==> src/rtl/iref_seq_pkg.sv <==
// iref_seq_pkg: shared state encoding and per-state output decode for the iref power-up sequencer
package iref_seq_pkg;

    typedef enum logic [2:0] {
        ST_OFF,
        ST_WAIT,
        ST_CHARGE,
        ST_SETTLE,
        ST_READY
    } iref_state_t;

    // Per-state output encoding, packed as {pd, charge, ready}
    localparam logic [2:0] OUT_OFF    = 3'b110;
    localparam logic [2:0] OUT_WAIT   = 3'b110;
    localparam logic [2:0] OUT_CHARGE = 3'b010;
    localparam logic [2:0] OUT_SETTLE = 3'b000;
    localparam logic [2:0] OUT_READY  = 3'b001;

    function automatic logic [2:0] state_out(input iref_state_t s);
        return (s == ST_WAIT)   ? OUT_WAIT   :
               (s == ST_CHARGE) ? OUT_CHARGE :
               (s == ST_SETTLE) ? OUT_SETTLE :
               (s == ST_READY)  ? OUT_READY  : OUT_OFF;
    endfunction

    function automatic logic state_busy(input iref_state_t s);
        return (s == ST_WAIT) || (s == ST_CHARGE) || (s == ST_SETTLE);
    endfunction

endpackage

==> src/rtl/iref_seq_ch.sv <==
// iref_seq_ch: one sequencer channel (FSM, delay counter, latched settle value)
//   clk, rst             : clock, synchronous active-high reset
//   en                   : level-sensitive enable request
//   grant                : permission to leave WAIT (tied high when IREF_SEQ_STAGGER_EN is undefined)
//   charge_cycles        : charge delay, sampled when leaving OFF
//   settle_cycles        : settle delay, sampled when leaving OFF
//   pd, charge, ready    : decoded from the state register only
//   state                : current state, used by the top for busy and arbitration
// Macro IREF_SEQ_STAGGER_EN: leaving OFF passes through WAIT until granted.
module iref_seq_ch
    import iref_seq_pkg::*;
#(
    parameter int CNT_W = 8
) (
    input  logic             clk,
    input  logic             rst,
    input  logic             en,
    input  logic             grant,
    input  logic [CNT_W-1:0] charge_cycles,
    input  logic [CNT_W-1:0] settle_cycles,
    output logic             pd,
    output logic             charge,
    output logic             ready,
    output iref_state_t      state
);

    iref_state_t      state_q, state_d;
    logic [CNT_W-1:0] cnt_q, cnt_d;
    logic [CNT_W-1:0] set_q, set_d;

    always_comb begin
        state_d = state_q;
        cnt_d   = cnt_q;
        set_d   = set_q;
        if (!en) begin
            state_d = ST_OFF;
        end else begin
            case (state_q)
                ST_OFF: begin
`ifdef IREF_SEQ_STAGGER_EN
                    state_d = ST_WAIT;
`else
                    state_d = ST_CHARGE;
`endif
                    // Counter is loaded here and simply held while waiting for a grant
                    cnt_d   = (charge_cycles == '0) ? CNT_W'(1) : charge_cycles;
                    set_d   = settle_cycles;
                end
                ST_WAIT: state_d = grant ? ST_CHARGE : ST_WAIT;
                ST_CHARGE: begin
                    if (cnt_q == CNT_W'(1)) begin
                        state_d = (set_q == '0) ? ST_READY : ST_SETTLE;
                        cnt_d   = set_q;
                    end else begin
                        cnt_d   = cnt_q - CNT_W'(1);
                    end
                end
                ST_SETTLE: begin
                    if (cnt_q == CNT_W'(1)) state_d = ST_READY;
                    else cnt_d = cnt_q - CNT_W'(1);
                end
                default: state_d = state_q;
            endcase
        end
    end

    always_ff @(posedge clk) begin
        if (rst) begin
            state_q <= ST_OFF;
            cnt_q   <= '0;
            set_q   <= '0;
        end else begin
            state_q <= state_d;
            cnt_q   <= cnt_d;
            set_q   <= set_d;
        end
    end

    assign {pd, charge, ready} = state_out(state_q);
    assign state = state_q;

endmodule

==> src/rtl/iref_seq.sv <==
// iref_seq: multi-channel power-up sequencer for the emulated current reference generators
//   clk, rst       : clock, synchronous active-high reset
//   en             : per-channel enable request
//   charge_cycles  : cycles charge stays high after pd falls (shared)
//   settle_cycles  : cycles from charge fall to ready (shared)
//   iref_pd        : per-channel power-down, 1 = powered down
//   iref_charge    : per-channel fast-charge, 1 = charging
//   iref_ready     : per-channel reference settled
//   busy           : any channel sequencing
// Macro IREF_SEQ_STAGGER_EN: serialize charge phases with a fixed-priority arbiter.
module iref_seq
    import iref_seq_pkg::*;
#(
    parameter int N_CH  = 4,
    parameter int CNT_W = 8
) (
    input  logic             clk,
    input  logic             rst,
    input  logic [N_CH-1:0]  en,
    input  logic [CNT_W-1:0] charge_cycles,
    input  logic [CNT_W-1:0] settle_cycles,
    output logic [N_CH-1:0]  iref_pd,
    output logic [N_CH-1:0]  iref_charge,
    output logic [N_CH-1:0]  iref_ready,
    output logic             busy
);

    iref_state_t     st [N_CH];
    logic [N_CH-1:0] grant;

    for (genvar g = 0; g < N_CH; g++) begin : g_ch
        iref_seq_ch #(.CNT_W(CNT_W)) u_ch (
            .clk           (clk),
            .rst           (rst),
            .en            (en[g]),
            .grant         (grant[g]),
            .charge_cycles (charge_cycles),
            .settle_cycles (settle_cycles),
            .pd            (iref_pd[g]),
            .charge        (iref_charge[g]),
            .ready         (iref_ready[g]),
            .state         (st[g])
        );
    end

`ifdef IREF_SEQ_STAGGER_EN
    // Grant goes to the lowest-index waiter only when nobody is charging, so the
    // next channel enters CHARGE on the edge after the current one leaves it.
    logic taken;
    always_comb begin
        grant = '0;
        taken = 1'b0;
        for (int i = 0; i < N_CH; i++) taken = taken | (st[i] == ST_CHARGE);
        for (int i = 0; i < N_CH; i++) begin
            if (!taken && st[i] == ST_WAIT && en[i]) begin
                grant[i] = 1'b1;
                taken    = 1'b1;
            end
        end
    end
`else
    assign grant = '1;
`endif

    always_comb begin
        busy = 1'b0;
        for (int i = 0; i < N_CH; i++) busy = busy | state_busy(st[i]);
    end

endmodule

==> config.mk <==
export PLATFORM = sky130hd
export DESIGN_NAME = iref_seq
export DESIGN_NICKNAME = d
export VERILOG_FILES = /design/src/rtl/iref_seq_pkg.sv /design/src/rtl/iref_seq_ch.sv /design/src/rtl/iref_seq.sv
export SDC_FILE = /design/constraint.sdc
export NUM_CORES = 1
export LEC_CHECK = 0
export ABC_AREA = 1
export CAP_MARGIN = 20
export CORE_MARGIN = 8
export CORE_UTILIZATION = 54
export DETAILED_ROUTE_END_ITERATION = 10
export GPL_TIMING_DRIVEN = 0
export PLACE_DENSITY_LB_ADDON = 0.1
export SLEW_MARGIN = 20
export SYNTH_ARGS = -nofsm -noshare
export SYNTH_HDL_FRONTEND = slang
export SYNTH_SLANG_ARGS = --single-unit
==> constraint.sdc <==
create_clock -name clk -period 1.4 [get_ports clk]
set_clock_uncertainty 0.15 [all_clocks]
set_input_delay 0.42 -clock clk [delete_from_list [all_inputs] [get_ports clk]]
set_output_delay 0.42 -clock clk [all_outputs]
set_load 0.02 [all_outputs]
# Yosys cells after proc, flatten, opt, wreduce, memory -nomap -nowiden
# Cells that the tools add are included.
dict set report totals {
  word_cells 145
  inputBits 22
  out_inout_bits 13
  reg_bits 76
}
dict set report classes {
  add_sub_neg 4
  n_eq_ne 32
  bitwise 7
  reduce_logical 45
  n_mux 45
}
# operator n
set op_table {}
lappend op_table {{$pmux W8 S3} 4}
lappend op_table {{$mux W3} 28}
lappend op_table {{$mux W8} 9}
lappend op_table {{$logic_not A8 Y1} 5}
lappend op_table {{$pmux W3 S3} 4}
lappend op_table {{$eq A8 B1 Y1 const B} 4}
lappend op_table {{$sub A8 B1 Y8 const B} 4}
lappend op_table {{$eq A3 B2 Y1 const B} 8}
lappend op_table {{$reduce_and A3 Y1} 8}
lappend op_table {{$reduce_bool A3 Y1} 8}
lappend op_table {{$ne A2 B1 Y1 const B} 8}
lappend op_table {{$reduce_or A2 Y1} 8}
lappend op_table {{$eq A3 B1 Y1 const B} 4}
lappend op_table {{$eq A3 B3 Y1 const B} 4}
lappend op_table {{$logic_not A3 Y1} 4}
lappend op_table {{$logic_or A1 B1 Y1} 8}
lappend op_table {{$ne A2 B2 Y1 const B} 4}
lappend op_table {{$reduce_and A2 Y1} 4}
lappend op_table {{$not A1 Y1} 4}
lappend op_table {{$or A1 B1 Y1} 3}

# Depth between registers and ports, before layout
# Gate-level depths: netlist (run 1).
dict set report depth {
  word_depth 6
  mapped_depth 10
  depth_no_buf 10
}

# Modules after synthesis
# From an unflattened synthesis (run 1), not the netlist that was laid out.
dict set report hier_totals {
  hier_cells 812
  area_unflattened_um2 5024.8
}
# module seq_area_each_um2 instances cells_per_inst area_each_um2
set modules_own_cells {}
lappend modules_own_cells {iref_seq_ch 380.4 4 200 1244.9}
lappend modules_own_cells {iref_seq 0.0 1 12 45.0}

# Least setup slack after synthesis (run 1)
# No wires, ideal clock.
dict set report synth_path {
  kind {reg-to-output}
  start {reg g_ch[0].u_ch.state_q[2]}
  end {out iref_pd[0]}
  slack_ps -190
  path_buffers 2
  arrival_ps 1020
  path_stages_with_launch 7
  required_ps 830
  cell_sequence {dfxtp_1 -> inv_2 -> nand2_1 -> buf_2 -> inv_1 -> nor2_1 -> buf_4}
}
dict set report synth_between {
  elab_chain_len 5
  word_cells_on_any_way 8
  cone_classes {4 x eq/ne; 4 x mux}
}
# element line_no
set synth_lines {}
lappend synth_lines {{from (decl)} iref_seq_ch.sv:27} ;# iref_state_t state_q, state_d;
lappend synth_lines {{from (signal assigned)} iref_seq_ch.sv:73} ;# state_q <= state_d;
lappend synth_lines {{$eq A3 B3 Y1} iref_seq_pkg.sv:23} ;# (s == ST_READY) ? OUT_READY : OUT_OFF;
lappend synth_lines {{$mux W3} iref_seq_pkg.sv:23}
lappend synth_lines {{$mux W3} iref_seq_pkg.sv:22} ;# (s == ST_SETTLE) ? OUT_SETTLE :
lappend synth_lines {{$mux W3} iref_seq_pkg.sv:21} ;# (s == ST_CHARGE) ? OUT_CHARGE :
lappend synth_lines {{$mux W3 *} iref_seq_pkg.sv:20} ;# return (s == ST_WAIT) ? OUT_WAIT :
lappend synth_lines {{to (decl)} iref_seq.sv:22} ;# output logic [N_CH-1:0] iref_pd,
# Every way passes the cells marked *; elsewhere a longest branch is shown, timed or not.

# Worst setup path after layout (run 1)
dict set report layout_path {
  start {reg g_ch[1].u_ch.state_q[2]}
  end {out iref_ready[1]}
}
dict set report layout_between {
  elab_chain_len 5
  word_cells_on_any_way 8
  cone_classes {4 x eq/ne; 4 x mux}
}
# element line_no
set layout_lines {}
lappend layout_lines {{from (decl)} iref_seq_ch.sv:27}
lappend layout_lines {{from (signal assigned)} iref_seq_ch.sv:73}
lappend layout_lines {{$eq A3 B3 Y1} iref_seq_pkg.sv:23}
lappend layout_lines {{$mux W3} iref_seq_pkg.sv:23}
lappend layout_lines {{$mux W3} iref_seq_pkg.sv:22}
lappend layout_lines {{$mux W3} iref_seq_pkg.sv:21}
lappend layout_lines {{$mux W3 *} iref_seq_pkg.sv:20}
lappend layout_lines {{to (decl)} iref_seq.sv:24} ;# output logic [N_CH-1:0] iref_ready,
# Marks and branches as above.

==> results of run 1 <==
[power by group through the flow]
stage               registers (W)  clock network (W)  logic, W
CTS                       0.00245            0.00194   0.00152
floorplan                 0.00246                  0  0.000902
global placement          0.00248                  0   0.00119
global route              0.00249            0.00209   0.00207
detailed placement        0.00249                  0   0.00123
finish                    0.00248            0.00204   0.00195
[sequential cells by signal, indices dropped and copies added, names as in the netlist]
| signal | flops |
|---|---|
| g_ch.u_ch.set_q | 32 |
| g_ch.u_ch.state | 12 |
| g_ch.u_ch.cnt_q | 32 |
[final cells by class]
class | instances | area share
multi-input cells | 541 | 0.483
flip-flops and latches | 76 | 0.212
repair buffers | 130 | 0.164
inverters | 105 | 0.0592
plain buffers | 22 | 0.0333
clock buffers | 12 | 0.0249
well taps | 108 | 0.0179
clock inverters | 3 | 0.00531
[repair_timing]
| item | in CTS | in global routing |
|---|---|---|
| endpoints found under the setup margin | 89 | 89 |
| resized for setup | 323 | 177 |
| buffers inserted | 55 | 36 |
| cloned | 5 | 2 |
| pin swaps | 65 | 73 |
[stage by stage]
stage	setup slack (ns)	utilization	cells	hold slack [ns]	TNS, ns
after floorplan	-0.0207	-	752	0.290	-0.133
after global placement	-0.940	0.625	894	0.311	-52.61
after detailed placement	-0.939	0.625	894	0.317	-54.45
after CTS	-0.427	0.774	960	0.328	-9.63
after global routing	-0.510	0.874	997	0.310	-18.86
final	-0.466	0.874	997	0.291	-14.36
[synth_stat cells (4+ instances only)]
cell	instances	area [um^2]
nor3_1	8	40.0
buf_4	13	97.6
xor2_1	9	78.8
nand4_1	12	75.1
o21ai_0	96	480
inv_2	11	41.3
dfxtp_1	76	1520
nor2_4	6	67.6
xnor2_1	4	35.0
nor2_1	122	458
nand2_1	140	526
buf_2	8	40.0
ha_1	8	100
a21oi_1	65	325
inv_1	94	353
nand3_1	40	200
clkbuf_1	6	22.5
nor2_2	4	25.0
[tightest hold or removal path, stage by stage]
cell	delay (ns)
dlymetal6s2s_1	0.15
nor2_1	0.09
o211a_1	0.12
[cell families after synthesis]
family          after synthesis  synth area share
flops                        76             0.320
xor+xnor                     13            0.0239
fa+ha+maj                     8            0.0210
buf+inv                     135             0.124
simple gates                343             0.317
compound gates              177             0.195
[per-layer routing]
layer  share of wire  up-vias  global-route usage
met4           0.069        0               0.143
met1            0.35     2884               0.318
met3            0.11      155              0.0633
li1                -     2691                   -
met2            0.47      499               0.438
met5               0        -                   0
[worst min path at each step]
stage                          startpoint               endpoint  slack, ns
global placement    g_ch[3].u_ch.set_q[0]  g_ch[3].u_ch.set_q[0]       0.31
detailed placement  g_ch[3].u_ch.set_q[0]  g_ch[3].u_ch.set_q[0]       0.32
CTS                 g_ch[1].u_ch.set_q[5]  g_ch[1].u_ch.set_q[5]       0.33
finish                                rst  g_ch[3].u_ch.state[1]       0.29
floorplan           g_ch[0].u_ch.set_q[7]  g_ch[0].u_ch.set_q[7]       0.29
global route                          rst  g_ch[3].u_ch.state[1]       0.31
==> summary.txt, run 1 <==
Critical path
  – Crit end category: primary output
  – Crit. path cell count: 4
  – CP arrival: 1.30 ns
  – Critical Path Fanout Max: 6
  – Crit path launch type: flip-flop
  – Worst reg-to-reg path cell count: 10
  – Buf+Inv Stages, Crit Path: 3
  – Critical path's top delay family: flip-flops
  – Origin of the critical flop-to-flop path: g_ch[0].u_ch.cnt_q[1]
  – Reg-to-reg endpoint: g_ch[0].u_ch.cnt_q[0]
  – WS Path Type: reg2out
  – Largest stage delay, worst path: 0.39 ns
  – Worst-path cell chain: inv_8 -> nor3_4 -> buf_4 -> buf_6
  – CP max-delay cell: dfxtp_4
  – CP Capture Point: iref_ready[1]
  – Setup slack, reg-to-reg: -0.28 ns
  – WP data required: ~0.83 ns
  – Crit path from: g_ch[1].u_ch.state[2]

Placement
  – Post-place instance area: 5400 um^2
  – Post-DP HPWL: 9930 um
  – RD Place Congestion: 0.901
  – Port Buf Inserts: 34

Clock tree
  – Clk_lat worst skew: between 0.3 and 0.4 ns
  – Hold Buf Count CTS: 0
  – Clock Pin Slew Worst Setup and Hold Paths: 0.09 ns
  – CTS tree: built
  – Clock Path Buffers: 2
  – TritonCTS buffer count: 9
  – Sink Count: between 70 and 80
  – H-tree levels: 3
  – Root Driver: clkbuf_8

Pwr
  – P_leak: 3.28 nW
  – Clock Power Share: 0.315
  – Maximum VDD drop: 0.686 mV
  – Pwr dens: 858 nW/um^2
  – Pint: 0.00416 W
  – P_sw: 0.00231 W
  – Switching portion of total power: 0.357
  – Sequential share of power: 0.383
  – Total power: 0.00647 W
  – Logic gate share of total power: 0.302

Floorplan
  – Ports: 35
  – Core ar.: 8640 um^2
  – Rows: 34
  – Die area: approximately 12000 um^2
  – Die Y: 110 um
  – Initial Util: 0.551
  – Die width: 110 um

Timing
  – Final setup vio count: 76
  – Count of final hold-check violations: 0
  – Fmax: 0.536 GHz
  – Worst Tran Pin Value: 0.493 ns
  – Slew Viols, Final: 0
  – Final Critical Period: 1.87 ns
  – Final period util: 1.33
  – RSZ-0062 raised after global routing: yes
  – Worst setup margin: -0.466 ns
  – Slew margin rel.: 0.672

Outcome
  – Status: finished with violations
  – Failing checks: negative setup slack

Synthesis
  – Syn. warnings: 0
  – Mapped Cells: 752
  – Cell Area, Synth: 4760 um^2
  – EDFF count, synth: 0
  – Seq/Total Area, Yosys: 0.320
  – Syn nets: 782
  – Syn avg cell area: 6.33 um^2
  – Ys async rst share: 0
  – Cell variety after synth: 35
  – Top FF cell, synth: dfxtp_1
  – Seq cells post-synth: 76

Drt
  – Routed vias/inst: 6.25
  – Initial DRC count: slightly above 800
  – WL per Instance: 20.5 um
  – WL final: approximately 20000 um
  – Drt first pass iters: 5
  – Via count: 6229
  – # DRC: 0
  – Remaining antenna violation count: 0

Global route
  – Global-route wire length before repair: 25600 um
  – Largest net degree at the start of global routing: 13
  – Total GRT Usage: 0.267
  – Initial antenna violation count: 0
  – Vias in the first global route: 5427
  – GRT overflow: 0

Job
  – Max Cap Viol: 0

Cells and area
  – FF+latch area: between 1500 and 2000 um^2
  – Most common cell after layout, fill and taps aside: nand2_1
  – Share of layout cells above drive strength 1: 0.459
  – Commonest cells after routing, fill and taps aside: nand2_1, nor2_1, inv_1, buf_4, buf_6
  – Layout area overhead: 58.6%
  – Final Instance Area: 7540 um^2
  – ANT cells: 0
  – Post-layout nets: 915
  – Multi-input gate area: about 3600 um^2
  – Fillers: 396

Min path
  – Min-Delay Path Class: in2reg
  – Hold depth: 3
Power figures use the tool's default switching activity.
==> inputs of run 2 (changes only) <==
--- a/config.mk
+++ b/config.mk
@@ -8,7 +8,7 @@
 export ABC_AREA = 1
 export CAP_MARGIN = 20
 export CORE_MARGIN = 8
-export CORE_UTILIZATION = 54
+export CORE_UTILIZATION = 58
 export DETAILED_ROUTE_END_ITERATION = 10
 export GPL_TIMING_DRIVEN = 0
 export PLACE_DENSITY_LB_ADDON = 0.1
==> constraint.sdc (replaced) <==
create_clock -name clk -period 2.07 [get_ports clk]
set_clock_uncertainty 0.15 [all_clocks]
set_input_delay 0.621 -clock clk [delete_from_list [all_inputs] [get_ports clk]]
set_output_delay 0.621 -clock clk [all_outputs]
set_load 0.02 [all_outputs]
==> summary.txt, run 2 (synthesis gave the netlist of run 1 again) <==
Outcome
  – Status: finished with violations
  – Failing checks: negative setup slack

Critical path
  – Crit end category: primary output
  – Largest stage delay, worst path: 0.39 ns (about the same)
  – CP arrival: 1.33 ns (+0.03 ns)
  – Worst reg-to-reg path cell count: 7 (-3)
  – Origin of the critical flop-to-flop path: g_ch[3].u_ch.cnt_q[0]
  – Worst-path cell chain: o21ai_1 -> nand4_1 -> buf_2
  – Setup slack, reg-to-reg: 0.29 ns (+0.57 ns)
  – WS Path Type: reg2out
  – WP data required: 1.30 ns (+0.47 ns)
  – Critical Path Fanout Max: 7 (+1)
  – Crit path from: g_ch[0].u_ch.state[1]
  – Reg-to-reg endpoint: g_ch[3].u_ch.cnt_q[4]
  – Crit path launch type: flip-flop
  – CP max-delay cell: dfxtp_4
  – CP Capture Point: busy

Cells and area
  – Final Instance Area: 5690 um^2 (-25%)
  – ANT cells: 0 (unchanged)
  – Layout area overhead: 19.7%
  – Commonest cells after routing, fill and taps aside: nand2_1, nor2_1, o21ai_0, inv_1
  – FF+latch area: 1560 um^2 (-2.8%)
  – Multi-input gate area: 2730 um^2 (-25%)
  – Fillers: 709 (+79%)
  – Most common cell after layout, fill and taps aside: nand2_1
  – Share of layout cells above drive strength 1: 0.158 (-0.301)
  – Post-layout nets: 840 (-8.2%)

Job
  – Max Cap Viol: 0 (unchanged)

Drt
  – # DRC: 0 (unchanged)
  – Via count: 5187 (-17%)
  – WL final: 14000 um (-32%)
  – Max Used Layer: met4
  – Wire length on met1: 5970 um (-17%)
  – Met3 wire len: 1170 um (-48%)
  – Drt first pass iters: 5 (unchanged)
  – Routed vias/inst: 5.64 (-9.8%)
  – Remaining antenna violation count: 0 (unchanged)
  – WL met2: 6520 um (-32%)
  – WL per Instance: 15.2 um (-26%)
  – Initial DRC count: 328 (-60%)

Timing
  – WHS: 0.329 ns (+0.0378 ns)
  – Count of final hold-check violations: 0 (unchanged)
  – Final TNS setup: -0.0503 ns (+14.31 ns)
  – Slew margin rel.: 0.566 (-0.106)
  – RSZ-0062 raised after global routing: yes
  – Final Critical Period: 2.10 ns
  – Worst Tran Pin Value: 0.651 ns (+0.159 ns)
  – Slew Viols, Final: 0 (unchanged)
  – Final setup vio count: 2 (-97%)
  – Worst setup margin: -0.0317 ns (+0.434 ns)
  – Fmax: ~0.48 GHz
  – Final period util: 1.02

Global route
  – Initial antenna violation count: 0 (unchanged)
  – GRT overflow: 0 (unchanged)
  – Largest net degree at the start of global routing: 13 (unchanged)
  – Global-route wire length before repair: 22700 um (-11%)
  – Vias in the first global route: 4802 (-12%)
  – Total GRT Usage: 0.241 (-0.0266)

Floorplan
  – Die area: 11400 um^2 (-5.9%)
  – Die Y: 107 um (-3.0%)
  – Die width: 107 um (-3.0%)
  – Core ar.: 8090 um^2 (-6.3%)
  – Rows: 33 (-2.9%)
  – Initial Util: 0.588 (+0.0370)
  – Ports: 35 (unchanged)

Clock tree
  – Sink Count: 76 (unchanged)
  – Root Driver: clkbuf_8
  – H-tree levels: 3 (unchanged)
  – Clock Pin Slew Worst Setup and Hold Paths: 0.08 ns (about the same)
  – CTS tree: built
  – Clk_lat worst skew: 0.36 ns (-0.03 ns)
  – Clock Path Buffers: 2 (unchanged)
  – TritonCTS buffer count: 9 (unchanged)
  – Hold Buf Count CTS: 0 (unchanged)

Placement
  – RD Place Congestion: 0.914 (+1.5%)
  – Post-DP HPWL: 9910 um (-0.24%)
  – Worst slack, placed: -0.448 ns (+0.491 ns)
  – Port Buf Inserts: 34 (unchanged)
  – Post-place instance area: 5230 um^2 (-3.1%)

Pwr
  – P_leak: 2.51 nW (-24%)
  – Maximum VDD drop: 0.466 mV (-32%)
  – Pwr dens: 646 nW/um^2 (-25%)

Min path
  – Min-Delay Path Class: reg2reg
-- run 2: cell types whose count changed in the layout (fill, tap and decap cells not counted), moves of 20 or more --
| cell | delta |
|---|---|
| inv_1 | +21 |
| o21ai_0 | +71 |
| buf_4 | -36 |
| buf_6 | -41 |
| o21ai_2 | -50 |
| nor2_1 | +34 |
| dfxtp_1 | +22 |
| nand2_1 | +29 |
| nor2_4 | -20 |
-- run 2: per-layer routing --
| layer | global-route usage | vias to the layer above |
|---|---|---|
| met4 | 0.0894 | 0 |
| met3 | 0.0456 | 32 |
| met1 | 0.308 | 2418 |
| met5 | 0 | - |
| met2 | 0.395 | 208 |
| li1 | - | 2529 |
-- run 2: worst min-delay path by stage --
stage	from	cells after the start	slack, ns	end
final	g_ch[1].u_ch.set_q[3]	2	0.33	g_ch[1].u_ch.set_q[3]
after detailed placement	g_ch[1].u_ch.set_q[3]	2	0.32	g_ch[1].u_ch.set_q[3]
after global routing	g_ch[1].u_ch.set_q[6]	2	0.36	g_ch[1].u_ch.set_q[6]
after CTS	g_ch[1].u_ch.set_q[3]	2	0.33	g_ch[1].u_ch.set_q[3]
after floorplan	g_ch[0].u_ch.set_q[7]	2	0.29	g_ch[0].u_ch.set_q[7]
after global placement	g_ch[1].u_ch.set_q[5]	2	0.31	g_ch[1].u_ch.set_q[5]
-- run 2: metrics by stage --
stage	utilization	cells	total power, W
after global routing	0.704	920	0.00384
after global placement	0.646	891	0.00246
after floorplan	-	752	0.00224
final	0.704	920	0.00368
after detailed placement	0.646	891	0.00249
after CTS	0.700	923	0.00366
-- run 2: timing repair --
item	in CTS	in global routing
buffers inserted	18	3
gates resized for setup	108	26
endpoints found under the hold margin	0	0
pin swaps	7	10
setup endpoints to repair	27	18
-- run 2: final cells by class --
cell class | count | area share
tap | 105 | 0.0231
sequential | 76 | 0.274
clock buffer | 12 | 0.0272
multi-input combinational | 541 | 0.479
clock inverter | 4 | 0.00835
inverter | 105 | 0.0723
timing repair buffer | 55 | 0.0903
buffer | 22 | 0.0261
-- run 2: power breakdown --
group          switching (W)  internal, W
registers          0.0000836      0.00156
clock network       0.000575     0.000620
logic               0.000533     0.000308
total                0.00119      0.00249
-- run 2: worst max-delay path, delay by kind of cell (launching register included) --
kind	cells	cell delay [ns]
flip-flops	1	0.39
AO/OA/AOI/OAI	1	0.26
buffers and inverters	1	0.18
AND/OR/NAND/NOR	1	0.15
